==> src/rtl/axis_stream_fifo.sv <==
// -----------------------------------------------------------------------------
// axis_stream_fifo
//   Elastic AXI-Stream buffer between a DMA stream master and an accelerator
//   stream slave. Word order and tlast boundaries are preserved; fill level,
//   stored end-of-packet count and an almost-full flag are reported for DMA
//   status.
//
// Ports
//   wb_clk_i     in   1        single clock
//   wb_rst_i     in   1        synchronous reset, active-high
//   flush        in   1        synchronous clear of contents (wins over push/pop)
//   s_tvalid     in   1        upstream word valid
//   s_tdata      in   DATA_W   upstream data
//   s_tlast      in   1        upstream end-of-packet
//   s_tready     out  1        FIFO can accept a word this cycle
//   m_tvalid     out  1        head word valid
//   m_tdata      out  DATA_W   head-of-FIFO data (first-word fall-through)
//   m_tlast      out  1        head-of-FIFO tlast
//   m_tready     in   1        downstream accepts the head word
//   level        out  AW+1     words stored
//   pkt_cnt      out  AW+1     stored words carrying tlast=1
//   almost_full  out  1        level >= DEPTH-AF_MARGIN
// -----------------------------------------------------------------------------
module axis_stream_fifo #(
    parameter int DATA_W    = 32,
    parameter int DEPTH     = 8,
    parameter int AF_MARGIN = 2
) (
    input  logic                       wb_clk_i,
    input  logic                       wb_rst_i,
    input  logic                       flush,
    input  logic                       s_tvalid,
    input  logic [DATA_W-1:0]          s_tdata,
    input  logic                       s_tlast,
    output logic                       s_tready,
    output logic                       m_tvalid,
    output logic [DATA_W-1:0]          m_tdata,
    output logic                       m_tlast,
    input  logic                       m_tready,
    output logic [$clog2(DEPTH):0]     level,
    output logic [$clog2(DEPTH):0]     pkt_cnt,
    output logic                       almost_full
);

    localparam int AW = $clog2(DEPTH);
    localparam int LW = AW + 1;

    localparam logic [AW-1:0] PTR_ZERO  = {AW{1'b0}};
    localparam logic [AW-1:0] PTR_ONE   = {{(AW-1){1'b0}}, 1'b1};
    localparam logic [LW-1:0] LVL_ZERO  = {LW{1'b0}};
    localparam logic [LW-1:0] LVL_ONE   = {{(LW-1){1'b0}}, 1'b1};
    localparam logic [LW-1:0] LVL_FULL  = LW'(DEPTH);
    localparam logic [LW-1:0] LVL_AFULL = LW'(DEPTH - AF_MARGIN);

    // Storage entries carry tlast in the MSB above the data word.
    logic [DATA_W:0]    mem_q [DEPTH];

    logic [AW-1:0]      wr_ptr_q, wr_ptr_d;
    logic [AW-1:0]      rd_ptr_q, rd_ptr_d;
    logic [LW-1:0]      level_q, level_d;
    logic [LW-1:0]      pkt_cnt_q, pkt_cnt_d;
    logic               full_q, full_d;
    logic               m_tvalid_q, m_tvalid_d;
    logic               almost_full_q, almost_full_d;
    logic [DATA_W:0]    head_q, head_d;

    logic               push_s;
    logic               pop_s;

    // full_q is registered so s_tready only depends on state, flush and reset.
    assign s_tready    = ~full_q & ~flush & ~wb_rst_i;
    assign push_s      = s_tvalid & s_tready;
    assign pop_s       = m_tvalid_q & m_tready;

    assign m_tvalid    = m_tvalid_q;
    assign m_tdata     = head_q[DATA_W-1:0];
    assign m_tlast     = head_q[DATA_W];
    assign level       = level_q;
    assign pkt_cnt     = pkt_cnt_q;
    assign almost_full = almost_full_q;

    // Next pointers, level and packet count; flush overrides any handshake.
    always_comb begin
        wr_ptr_d  = wr_ptr_q;
        rd_ptr_d  = rd_ptr_q;
        level_d   = level_q;
        pkt_cnt_d = pkt_cnt_q;
        if (flush) begin
            wr_ptr_d  = PTR_ZERO;
            rd_ptr_d  = PTR_ZERO;
            level_d   = LVL_ZERO;
            pkt_cnt_d = LVL_ZERO;
        end else begin
            if (push_s) begin
                wr_ptr_d = wr_ptr_q + PTR_ONE;
            end else begin
                wr_ptr_d = wr_ptr_q;
            end
            if (pop_s) begin
                rd_ptr_d = rd_ptr_q + PTR_ONE;
            end else begin
                rd_ptr_d = rd_ptr_q;
            end
            case ({push_s, pop_s})
                2'b10:   level_d = level_q + LVL_ONE;
                2'b01:   level_d = level_q - LVL_ONE;
                default: level_d = level_q;
            endcase
            case ({push_s & s_tlast, pop_s & head_q[DATA_W]})
                2'b10:   pkt_cnt_d = pkt_cnt_q + LVL_ONE;
                2'b01:   pkt_cnt_d = pkt_cnt_q - LVL_ONE;
                default: pkt_cnt_d = pkt_cnt_q;
            endcase
        end
    end

    // Next registered head word and status flags derived from the next state.
    always_comb begin
        full_d        = (level_d == LVL_FULL);
        m_tvalid_d    = (level_d != LVL_ZERO);
        almost_full_d = (level_d >= LVL_AFULL);
        head_d        = {(DATA_W+1){1'b0}};
        if (level_d == LVL_ZERO) begin
            head_d = {(DATA_W+1){1'b0}};
        end else if (push_s && (wr_ptr_q == rd_ptr_d)) begin
            // The word being written this cycle becomes the new head
            // (FIFO was empty, or its only word is popped at the same time).
            head_d = {s_tlast, s_tdata};
        end else begin
            head_d = mem_q[rd_ptr_d];
        end
    end

    // Control and output registers with synchronous reset.
    always_ff @(posedge wb_clk_i) begin
        if (wb_rst_i) begin
            wr_ptr_q      <= PTR_ZERO;
            rd_ptr_q      <= PTR_ZERO;
            level_q       <= LVL_ZERO;
            pkt_cnt_q     <= LVL_ZERO;
            full_q        <= 1'b0;
            m_tvalid_q    <= 1'b0;
            almost_full_q <= 1'b0;
            head_q        <= {(DATA_W+1){1'b0}};
        end else begin
            wr_ptr_q      <= wr_ptr_d;
            rd_ptr_q      <= rd_ptr_d;
            level_q       <= level_d;
            pkt_cnt_q     <= pkt_cnt_d;
            full_q        <= full_d;
            m_tvalid_q    <= m_tvalid_d;
            almost_full_q <= almost_full_d;
            head_q        <= head_d;
        end
    end

    // Storage array; contents survive flush and reset, only pointers move.
    always_ff @(posedge wb_clk_i) begin
        if (push_s) begin
            mem_q[wr_ptr_q] <= {s_tlast, s_tdata};
        end
    end

endmodule

==> config.mk <==
export PLATFORM = sky130hd
export DESIGN_NAME = axis_stream_fifo
export DESIGN_NICKNAME = d
export VERILOG_FILES = /design/src/rtl/axis_stream_fifo.sv
export SDC_FILE = /design/constraint.sdc
export NUM_CORES = 1
export LEC_CHECK = 0
export ABC_AREA = 1
export CORE_ASPECT_RATIO = 0.7
export CORE_UTILIZATION = 50
export DETAILED_ROUTE_END_ITERATION = 6
export PLACE_DENSITY = 0.69
export SLEW_MARGIN = 0
export SYNTH_ARGS = -nofsm -noshare
export SYNTH_HDL_FRONTEND = slang
export SYNTH_SLANG_ARGS = --single-unit
==> constraint.sdc <==
create_clock -name wb_clk_i -period 11.7 [get_ports wb_clk_i]
set_input_delay 2.925 -clock wb_clk_i [delete_from_list [all_inputs] [get_ports wb_clk_i]]
set_output_delay 2.925 -clock wb_clk_i [all_outputs]
set_load 0.01 [all_outputs]
==> results of run 1 <==
==> layout by cell type (no fill, tap or decap), drive strengths merged, types with 2 or more instances in the layout <==
master and n:
a211oi 2, a21oi 33, buf 18, bufinv 4, clkbuf 36, clkdlybuf4s50 81
clkinv 16, dfxtp 50, edfxtp 264, ha 8, inv 61, nand2 347
nand3 190, nand4 50, nor2 125, nor3 2, o21ai 8, xnor2 3
xor2 2
==> sequential cells by signal, summed over array words and instances, names as in the netlist <==
signal	count
mem_q	264
almost_full	1
pkt_cnt	4
head_q	33
rd_ptr_q	3
m_tvalid	1
level	4
full_q	1
wr_ptr_q	3
==> path summary, 6_finish.rpt <==
path / from / endpoint / slack [ps] / depth (start not counted)
max: flush / s_tready / 3850 / 5
min: pkt_cnt[3] / pkt_cnt[3] / 500 / 2
max reg2reg: m_tvalid / head_q[22] / 8200 / 11
min reg2reg: pkt_cnt[3] / pkt_cnt[3] / 500 / 2
==> through the flow <==
step	setup WS (ps)	utilization	power [mW]	area [um2]
floorplan	5330	-	1.41	13000
global placement	3890	0.551	1.51	14100
detailed placement	3880	0.551	1.51	14100
CTS	3870	0.589	2.47	15100
global route	3770	0.589	2.54	15100
finish	3850	0.589	2.46	15100
==> power breakdown <==
part	switching, mW	internal (mW)
logic	0.160	0.0881
clock network	0.401	0.569
registers	0.00821	1.23
==> metal layers <==
metal	global-route usage	up-vias
li1	-	4299
met1	0.326	4132
met2	0.360	380
met3	0.0372	51
met4	0.0556	2
met5	0	-
==> cell type report <==
type | count | area share
sequential | 314 | 0.591
multi-input combinational | 772 | 0.237
timing repair buffer | 99 | 0.0626
clock buffer | 36 | 0.0526
tap | 331 | 0.0274
inverter | 63 | 0.0158
clock inverter | 19 | 0.0128
==> critical path, delay by kind of cell <==
kind	cells	cell delay [ps]
buffers and inverters	3	1640
and+or+nand+nor	2	320
==> kinds of logic (layout without fill, tap and decap cells) <==
kind of cell | after synthesis | count (layout) | synth area share
buf+inv | 134 | 217 | 0.0455
simple gates | 714 | 714 | 0.239
fa+ha+maj | 9 | 9 | 0.00923
compound gates | 44 | 44 | 0.0175
flops | 314 | 314 | 0.686
xor+xnor | 5 | 5 | 0.00336
==> impl_summary.log, run 1 <==
[metrics] placeable core area: between 20,000 and 30,000 um2
[metrics] clock latency on the worst-skew pair: approximately 550 ps
[metrics] Total GRT Usage: 0.226
[metrics] final max-slew violation count: 0
[metrics] die area: between 20,000 and 30,000 um2
[metrics] largest net degree at the start of global routing: between 70 and 80
[metrics] Post-synth top cells: sky130_fd_sc_hd__nand2_1 (342), sky130_fd_sc_hd__edfxtp_1 (264), sky130_fd_sc_hd__nand3_1 (188)
[metrics] length of the first detailed-routing pass in iterations: 5
[metrics] fraction of layout instances using a drive strength above 1: 0.0675
[metrics] CP Cell Sequence: clkdlybuf4s50_1, inv_4, nand2_4, nor2_4, clkdlybuf4s50_1
[metrics] wire length the detailed router placed on met1: between 10 and 15 mm
[metrics] y dimension of the die: between 100 and 150 um
[metrics] clock slew seen by the registers of the worst setup and hold paths: approximately 60 ps
[metrics] final critical-path required period: 7850 ps
[metrics] power density normalized to cell area: 163 nW/um2
[metrics] routed wire length on met3: 2.53 mm
[metrics] Avg Synthesized Cell Area: 10.7 um2
[metrics] Max Used Layer: met5
[metrics] worst hold-check slack: ~500 ps
[metrics] number of fillers in the final layout: 2,079
[metrics] CP max stage cell: sky130_fd_sc_hd__inv_4
[metrics] DPL Wire Length: between 15 and 20 mm
[metrics] main flop type after synthesis: sky130_fd_sc_hd__edfxtp_1
[metrics] most used cell along the critical path: sky130_fd_sc_hd__clkdlybuf4s50_1
[metrics] part of the Yosys area used for sequential elements: 0.686
[metrics] area used by multi-input combinational logic: ~3600 um2
[metrics] Net Count, Synth: ~1,300
[metrics] Layout Area Growth over Synthesis: 16.0%
[metrics] number of synthesized register bits: ~310
[metrics] unrepaired setup endpoints after global routing: false
[metrics] largest buffer count on any clock path: 3
[metrics] data arrival time of the critical path: slightly below 5000 ps
[metrics] Setup violations, final: 0
[metrics] class of the most critical setup path: primary input to output port
[metrics] critical-path maximum fanout: between 50 and 60
[metrics] category of the worst setup path capture point: output port
[metrics] setup clock skew after layout: approximately 9.3 ps
[metrics] final sum of negative setup slack: 0 ps
[metrics] average wire per standard cell: approximately 18 um
[metrics] routed wire length: approximately 30 mm
[metrics] run status: complete, no violations
[metrics] TritonCTS clock tree: done
[metrics] number of top-level design ports: between 80 and 90
[metrics] Overflow after GRT: 0
[metrics] effective utilization at floorplan: 0.508
[metrics] total inserted antenna cells: 0
[metrics] count of different cell masters after synthesis: 29
[metrics] via count of the first global-routing pass: approximately 8,300
[metrics] setup fix buffers added after clock tree synthesis: 0
[metrics] met2 wire len: about 13 mm
[metrics] most area-hungry cell type in the Yosys netlist: sky130_fd_sc_hd__edfxtp_1
[metrics] vias post-DR: 8,864
[metrics] H-tree levels: 1
[metrics] first-pass GRT wire length: about 47 mm
[metrics] most frequently used cell type in the post-synthesis netlist: sky130_fd_sc_hd__nand2_1
[metrics] hold violation count in the final report: 0
[metrics] Placed Cells incl. Taps: ~1,600
[metrics] summed instance area of the synthesized netlist: approximately 13,000 um2
[metrics] timing-limited maximum frequency: around 130 MHz
[metrics] Routed Antenna Nets: 0
[metrics] cts-stage hold buffer count: 0
[metrics] number of synthesized flops with an enable pin: 264
[metrics] fraction of synthesized cell area taken by the top area cell type: 0.609
[metrics] total of warnings raised by yosys: 0
[metrics] Post-CTS Resized: 0
[metrics] number of remaining DRC errors: 0
[metrics] final net count: between 1,000 and 1,500
[metrics] CP peak stage delay: about 560 ps
[metrics] cell count after synthesis: 1,220
[metrics] buffers added on ports: a little over 80
[metrics] Placer Congestion: 0.829
[metrics] worst max-slew margin expressed relative to the limit: 0.374
[metrics] via density per instance: approximately 5.4
[metrics] Clock Sinks: about 310
[metrics] final critical-path share of the clock period: 0.671
[metrics] worst path required time: 8780 ps
[metrics] ranking of synthesized cells by area: sky130_fd_sc_hd__edfxtp_1 (61%), sky130_fd_sc_hd__nand2_1 (9.9%), sky130_fd_sc_hd__dfxtp_1 (7.7%)
[metrics] antenna violations before repair: 2
[metrics] number of design-rule violations left by the first detailed-router iteration: 808
[metrics] Final Non-Filler Cells: about 1,600
[metrics] standard-cell row count: 49
[metrics] share of flip-flops with an asynchronous set or reset: 0
[metrics] max-capacitance violation count: 0
[metrics] worst slew pin tran: 939 ps
[metrics] Hold Crit Class: register to register
[metrics] cell at the root of the clock tree: sky130_fd_sc_hd__clkbuf_16
[metrics] VDD IR max: approximately 0.00011 V
[metrics] startpoint class of the critical path: primary input
[metrics] TritonCTS Buffers: 30
[metrics] die width: about 190 um
[metrics] flip-flop and latch area: roughly 8900 um2
[metrics] static leakage: approximately 5.8 nW
Note: power is estimated with default switching activity, not from simulation.
==> run 2, diff against run 1 <==
--- a/config.mk
+++ b/config.mk
@@ -9,7 +9,7 @@
 export CORE_ASPECT_RATIO = 0.7
 export CORE_UTILIZATION = 50
 export DETAILED_ROUTE_END_ITERATION = 6
-export PLACE_DENSITY = 0.69
+export PLACE_DENSITY = 0.72
 export SLEW_MARGIN = 0
 export SYNTH_ARGS = -nofsm -noshare
 export SYNTH_HDL_FRONTEND = slang
==> constraint.sdc (replaced) <==
create_clock -name wb_clk_i -period 6.75 [get_ports wb_clk_i]
set_input_delay 1.6875 -clock wb_clk_i [delete_from_list [all_inputs] [get_ports wb_clk_i]]
set_output_delay 1.6875 -clock wb_clk_i [all_outputs]
set_load 0.01 [all_outputs]
==> impl_summary.log, run 2 (synthesized netlist as in run 1, its figures left out) <==
[metrics] run status: complete, no violations
[metrics] class of the most critical setup path: primary input to output port
[metrics] worst max-slew margin expressed relative to the limit: 0.150
[metrics] via count of the first global-routing pass: 8,457
[metrics] number of fillers in the final layout: around 2,100
[metrics] Post-CTS Resized: 0
[metrics] post-layout instance area: around 15,000 um2
[metrics] worst path required time: just over 5000 ps
[metrics] Overflow after GRT: 0
[metrics] setup fix buffers added after clock tree synthesis: 0
[metrics] Clock Sinks: ~310
[metrics] largest buffer count on any clock path: 3
[metrics] number of design-rule violations left by the first detailed-router iteration: between 800 and 900
[metrics] largest registers ranked by flip-flop count: mem_q: 264 flops, head_q: 33 flops
[metrics] most frequent standard cell in the layout excluding fill and tap cells: sky130_fd_sc_hd__nand2_1
[metrics] share of total power in the clock network: 0.384
[metrics] R2R Setup Slk: 3380 ps
[metrics] standard-cell row count: a little under 50
[metrics] NetSw: 1.00 mW
[metrics] data arrival time of the critical path: between 3000 and 4000 ps
[metrics] max-capacitance violation count: 0
[metrics] first-pass GRT wire length: 47.8 mm
[metrics] number of flip-flops in the largest register: between 200 and 300
[metrics] hold violation count in the final report: 0
[metrics] buffers added on ports: just over 80
[metrics] area after detailed placement: between 10,000 and 15,000 um2
[metrics] clock latency on the worst-skew pair: between 500 and 600 ps
[metrics] met2 wire len: roughly 14 mm
[metrics] placeable core area: approximately 26,000 um2
[metrics] via density per instance: approximately 5.5
[metrics] die width: between 150 and 200 um
[metrics] utilization of the core after routing: 0.588
[metrics] Layout Area Growth over Synthesis: 15.8%
[metrics] startpoint class of the critical path: primary input
[metrics] category of the worst setup path capture point: output port
[metrics] average wire per standard cell: 18.6 um
[metrics] Max Used Layer: met4
[metrics] routed wire length on met3: about 2.5 mm
[metrics] fraction of layout instances using a drive strength above 1: 0.0729
[metrics] Setup violations, final: 0
[metrics] Total GRT Usage: 0.233
[metrics] final max-slew violation count: 0
[metrics] worst slew pin tran: 1280 ps
[metrics] DPL Wire Length: 16.4 mm
[metrics] TritonCTS Buffers: 29
[metrics] internal power component: 3.20 mW
[metrics] static leakage: 5.81 nW
[metrics] critical-path maximum fanout: 54
[metrics] Hold Crit Class: register to register
[metrics] net switching fraction of the power: 0.239
[metrics] most frequent cells in the layout: sky130_fd_sc_hd__nand2_1 (342), sky130_fd_sc_hd__edfxtp_1 (264), sky130_fd_sc_hd__nand3_1 (185)
[metrics] TritonCTS clock tree: done
[metrics] final net count: 1,329
[metrics] unrepaired setup endpoints after global routing: false
[metrics] effective utilization at floorplan: 0.508
[metrics] antenna violations before repair: 2
[metrics] y dimension of the die: about 140 um
[metrics] Routed Antenna Nets: 0
[metrics] final critical-path share of the clock period: 0.796
[metrics] cts-stage hold buffer count: 0
[metrics] vias post-DR: approximately 9,000
[metrics] portion of total power attributed to sequential cells: 0.513
[metrics] H-tree levels: 1
[metrics] die area: between 20,000 and 30,000 um2
[metrics] largest net degree at the start of global routing: 90
[metrics] wire length the detailed router placed on met1: 13.3 mm
[metrics] number of remaining DRC errors: 0
[metrics] cell at the root of the clock tree: sky130_fd_sc_hd__clkbuf_16
[metrics] VDD IR max: 0.000223 V
[metrics] Placer Congestion: just over 0.8
[metrics] power density normalized to cell area: about 280 nW/um2
[metrics] timing-limited maximum frequency: ~190 MHz
[metrics] number of top-level design ports: just over 80
[metrics] final sum of negative setup slack: 0 ps
[metrics] length of the first detailed-routing pass in iterations: 5
[metrics] clock slew seen by the registers of the worst setup and hold paths: 70 ps
[metrics] overall power: 4.20 mW
[metrics] final critical-path required period: approximately 5400 ps
[metrics] routed wire length: 30.4 mm
[metrics] combinational share of power: 0.103
[metrics] setup clock skew after layout: 11.5 ps
[metrics] register containing the most flip-flops in the final layout: mem_q
==> run 2: power by group through the flow <==
stage | clock (mW) | combinational (mW) | sequential, mW
after global routing | 1.72 | 0.480 | 2.16
after CTS | 1.63 | 0.433 | 2.16
after floorplan | 0 | 0.236 | 2.21
after detailed placement | 0 | 0.431 | 2.20
after global placement | 0 | 0.423 | 2.20
final | 1.62 | 0.433 | 2.16
==> run 2: through the flow <==
stage	std cells	hold slack [ps]	setup WS (ps)
6_report	1637	499	1380
2_1_floorplan	1220	474	1620
3_5_place_dp	1582	493	1160
4_1_cts	1635	502	1390
3_3_place_gp	1582	497	1250
5_1_grt	1636	544	1300
==> run 2: per-layer routing <==
| layer | track usage | up-vias |
|---|---|---|
| met1 | 0.333 | 4268 |
| met2 | 0.376 | 367 |
| li1 | - | 4314 |
| met4 | 0.0647 | 0 |
| met5 | 0 | - |
| met3 | 0.0320 | 40 |
==> run 2: final timing paths <==
check	start	to	depth (start not counted)
max	flush	s_tready	5
min	pkt_cnt[3]	pkt_cnt[3]	2
max reg2reg	rd_ptr_q[0]	head_q[26]	9
min reg2reg	pkt_cnt[3]	pkt_cnt[3]	2
==> run 2: critical path, stage by stage <==
cell	delay (ps)
sky130_fd_sc_hd__clkdlybuf4s50_1	540
sky130_fd_sc_hd__inv_4	570
sky130_fd_sc_hd__nand2_4	170
sky130_fd_sc_hd__nor2_4	150
sky130_fd_sc_hd__clkdlybuf4s50_1	560
==> run 2: layout make-up <==
| class | count | area (um2) | area share |
|---|---|---|---|
| Antenna cell | 2 | 5.00 | 0.000332 |
| Clock buffer | 32 | 737 | 0.0489 |
| Clock inverter | 21 | 194 | 0.0129 |
| Inverter | 63 | 239 | 0.0159 |
| Multi-Input combinational cell | 772 | 3580 | 0.237 |
| Sequential cell | 314 | 8930 | 0.592 |
| Tap cell | 331 | 414 | 0.0275 |
| Timing Repair Buffer | 102 | 981 | 0.0651 |
==> run 3, diff against run 2 <==
--- a/config.mk
+++ b/config.mk
@@ -9,7 +9,7 @@
 export CORE_ASPECT_RATIO = 0.7
 export CORE_UTILIZATION = 50
 export DETAILED_ROUTE_END_ITERATION = 6
-export PLACE_DENSITY = 0.72
+export PLACE_DENSITY = 0.69
 export SLEW_MARGIN = 0
 export SYNTH_ARGS = -nofsm -noshare
 export SYNTH_HDL_FRONTEND = slang
==> constraint.sdc (replaced) <==
create_clock -name wb_clk_i -period 5 [get_ports wb_clk_i]
set_input_delay 1.25 -clock wb_clk_i [delete_from_list [all_inputs] [get_ports wb_clk_i]]
set_output_delay 1.25 -clock wb_clk_i [all_outputs]
set_load 0.01 [all_outputs]
==> impl_summary.log, run 3 (synthesized netlist as in run 1, its figures left out) <==
[metrics] largest buffer count on any clock path: 3
[metrics] H-tree levels: 1
[metrics] final critical-path share of the clock period: 0.796
[metrics] startpoint class of the critical path: primary input
[metrics] run status: complete, no violations
[metrics] cell at the root of the clock tree: sky130_fd_sc_hd__clkbuf_16
[metrics] crit path buf inv count: 3
[metrics] die area: approximately 27,000 um2
[metrics] standard-cell row count: ~50
[metrics] vias post-DR: ~9,000
[metrics] CP peak stage delay: 610 ps
[metrics] final net count: 1,334
[metrics] category of the worst setup path capture point: output port
[metrics] clock slew seen by the registers of the worst setup and hold paths: about 60 ps
[metrics] data arrival time of the critical path: 2730 ps
[metrics] die width: 195 um
[metrics] critical-path maximum fanout: 8
[metrics] number of design-rule violations left by the first detailed-router iteration: 811
[metrics] TritonCTS Buffers: 30
[metrics] Routed Antenna Nets: 0
[metrics] setup fix buffers added after clock tree synthesis: 0
[metrics] hold violation count in the final report: 0
[metrics] antenna violations before repair: 2
[metrics] Final Non-Filler Cells: 1,643
[metrics] number of fillers in the final layout: ~2,100
[metrics] max-capacitance violation count: 0
[metrics] final max-slew violation count: 0
[metrics] via count of the first global-routing pass: 8,610
[metrics] Placer Congestion: between 0.7 and 0.8
[metrics] largest registers ranked by flip-flop count: mem_q: 264 flops, head_q: 33 flops
[metrics] clock latency on the worst-skew pair: 560 ps
[metrics] placeable core area: approximately 26,000 um2
[metrics] Setup violations, final: 0
[metrics] final sum of negative setup slack: 0 ps
[metrics] y dimension of the die: about 140 um
[metrics] unrepaired setup endpoints after global routing: false
[metrics] most used cell along the critical path: sky130_fd_sc_hd__clkdlybuf4s50_1
[metrics] overall power: 6.04 mW
[metrics] first-pass GRT wire length: 48.4 mm
[metrics] most frequent cells in the layout: sky130_fd_sc_hd__nand2_1 (342), sky130_fd_sc_hd__edfxtp_1 (264), sky130_fd_sc_hd__nand3_1 (185)
[metrics] number of remaining DRC errors: 0
[metrics] worst path required time: roughly 3800 ps
[metrics] timing-limited maximum frequency: 251 MHz
[metrics] setup clock skew after layout: about 15 ps
[metrics] length of the first detailed-routing pass in iterations: 5
[metrics] worst slew pin tran: 693 ps
[metrics] DPL Wire Length: approximately 16 mm
[metrics] Overflow after GRT: 0
[metrics] routed wire length: approximately 30 mm
[metrics] register containing the most flip-flops in the final layout: mem_q
[metrics] class of the most critical setup path: primary input to output port
[metrics] CP Cell Sequence: clkdlybuf4s50_1, clkinv_1, nand2_4, nor2_4, clkdlybuf4s50_1
[metrics] Post-CTS Resized: 0
[metrics] Hold Crit Class: register to register
[metrics] worst max-slew margin expressed relative to the limit: 0.538
[metrics] cts-stage hold buffer count: 0
[metrics] average wire per standard cell: roughly 19 um
[metrics] area after detailed placement: 14,200 um2
[metrics] post-layout instance area: 15,300 um2
[metrics] Total GRT Usage: 0.236
[metrics] CP max stage cell: sky130_fd_sc_hd__clkdlybuf4s50_1
[metrics] static leakage: a little under 6 nW
[metrics] number of top-level design ports: between 80 and 90
[metrics] VDD IR max: between 0.0002 and 0.0003 V
[metrics] fraction of layout instances using a drive strength above 1: 0.0793
[metrics] number of flip-flops in the largest register: ~260
[metrics] TritonCTS clock tree: done
[metrics] Clock Sinks: about 310
[metrics] Crit path max-delay family: buffers and inverters
[metrics] Layout Area Growth over Synthesis: 17.9%
[metrics] final critical-path required period: between 3000 and 4000 ps
[metrics] R2R Setup Slk: between 2000 and 2500 ps
[metrics] Placed Cells incl. Taps: 1,586
[metrics] buffers added on ports: 81
[metrics] largest net degree at the start of global routing: 133
[metrics] via density per instance: 5.49
[metrics] effective utilization at floorplan: 0.508
[metrics] most frequent standard cell in the layout excluding fill and tap cells: sky130_fd_sc_hd__nand2_1
[metrics] power density normalized to cell area: between 300 and 400 nW/um2
-- run 3: cell types whose count changed in the layout (fill, tap and decap cells not counted), sizes merged --
cell	before	now
clkinv	14	11
diode	2	1
inv	64	62
clkbuf	32	36
clkinvlp	3	2
buf	21	25
bufinv	3	8
-- run 3: worst register-to-register path, stage by stage, from the launching register on --
cell	delay, ps
sky130_fd_sc_hd__dfxtp_1	440
sky130_fd_sc_hd__nand2_2	140
sky130_fd_sc_hd__inv_1	100
sky130_fd_sc_hd__ha_1	250
sky130_fd_sc_hd__nand2_1	70
sky130_fd_sc_hd__inv_1	70
sky130_fd_sc_hd__nor2_1	60
sky130_fd_sc_hd__ha_1	270
sky130_fd_sc_hd__nor2_1	40
sky130_fd_sc_hd__nor2_1	80
sky130_fd_sc_hd__o21ai_0	150
sky130_fd_sc_hd__nand2_1	90
sky130_fd_sc_hd__inv_1	40
sky130_fd_sc_hd__nand2_1	70
sky130_fd_sc_hd__nand2_1	60
sky130_fd_sc_hd__nand2_2	60
sky130_fd_sc_hd__buf_4	430
sky130_fd_sc_hd__nand2_1	110
sky130_fd_sc_hd__nor2_1	150
-- run 3: metal layers --
metal | vias to the layer above | GRT usage | wire [um]
li1 | 4329 | - | -
met1 | 4339 | 0.330 | 13800
met2 | 300 | 0.390 | 14300
met3 | 55 | 0.0328 | 2050
met4 | 2 | 0.0678 | 663
met5 | - | 0 | 11
-- run 3: power breakdown --
group	internal, mW	switching, mW	leakage (nW)
Sequential	2.89	0.0235	2.79
Clock	1.57	0.973	0.552
Combinational	0.212	0.375	2.60
-- run 3: final timing paths --
check,from,cells after the start,endpoint
hold / removal,pkt_cnt[3],2,pkt_cnt[3]
hold reg to reg,pkt_cnt[3],2,pkt_cnt[3]
setup reg to reg,m_tvalid,18,head_q[7]
setup / recovery,wb_rst_i,5,s_tready
-- run 3: area by class of cell --
type	count	area, um2	share of cell area
clock buffers	36	813	0.0530
inverters	63	239	0.0156
diodes	1	2.50	0.000163
flip-flops and latches	314	8930	0.582
multi-input cells	772	3590	0.234
clock inverters	20	318	0.0207
well taps	331	414	0.0270
repair buffers	106	1050	0.0683
-- run 3: per-stage QoR --
stage	util	setup slack, ps	hold WS, ps
floorplan	-	310	474
global placement	0.555	710	500
detailed placement	0.555	567	512
CTS	0.599	1010	522
global route	0.599	796	531
finish	0.599	1020	521
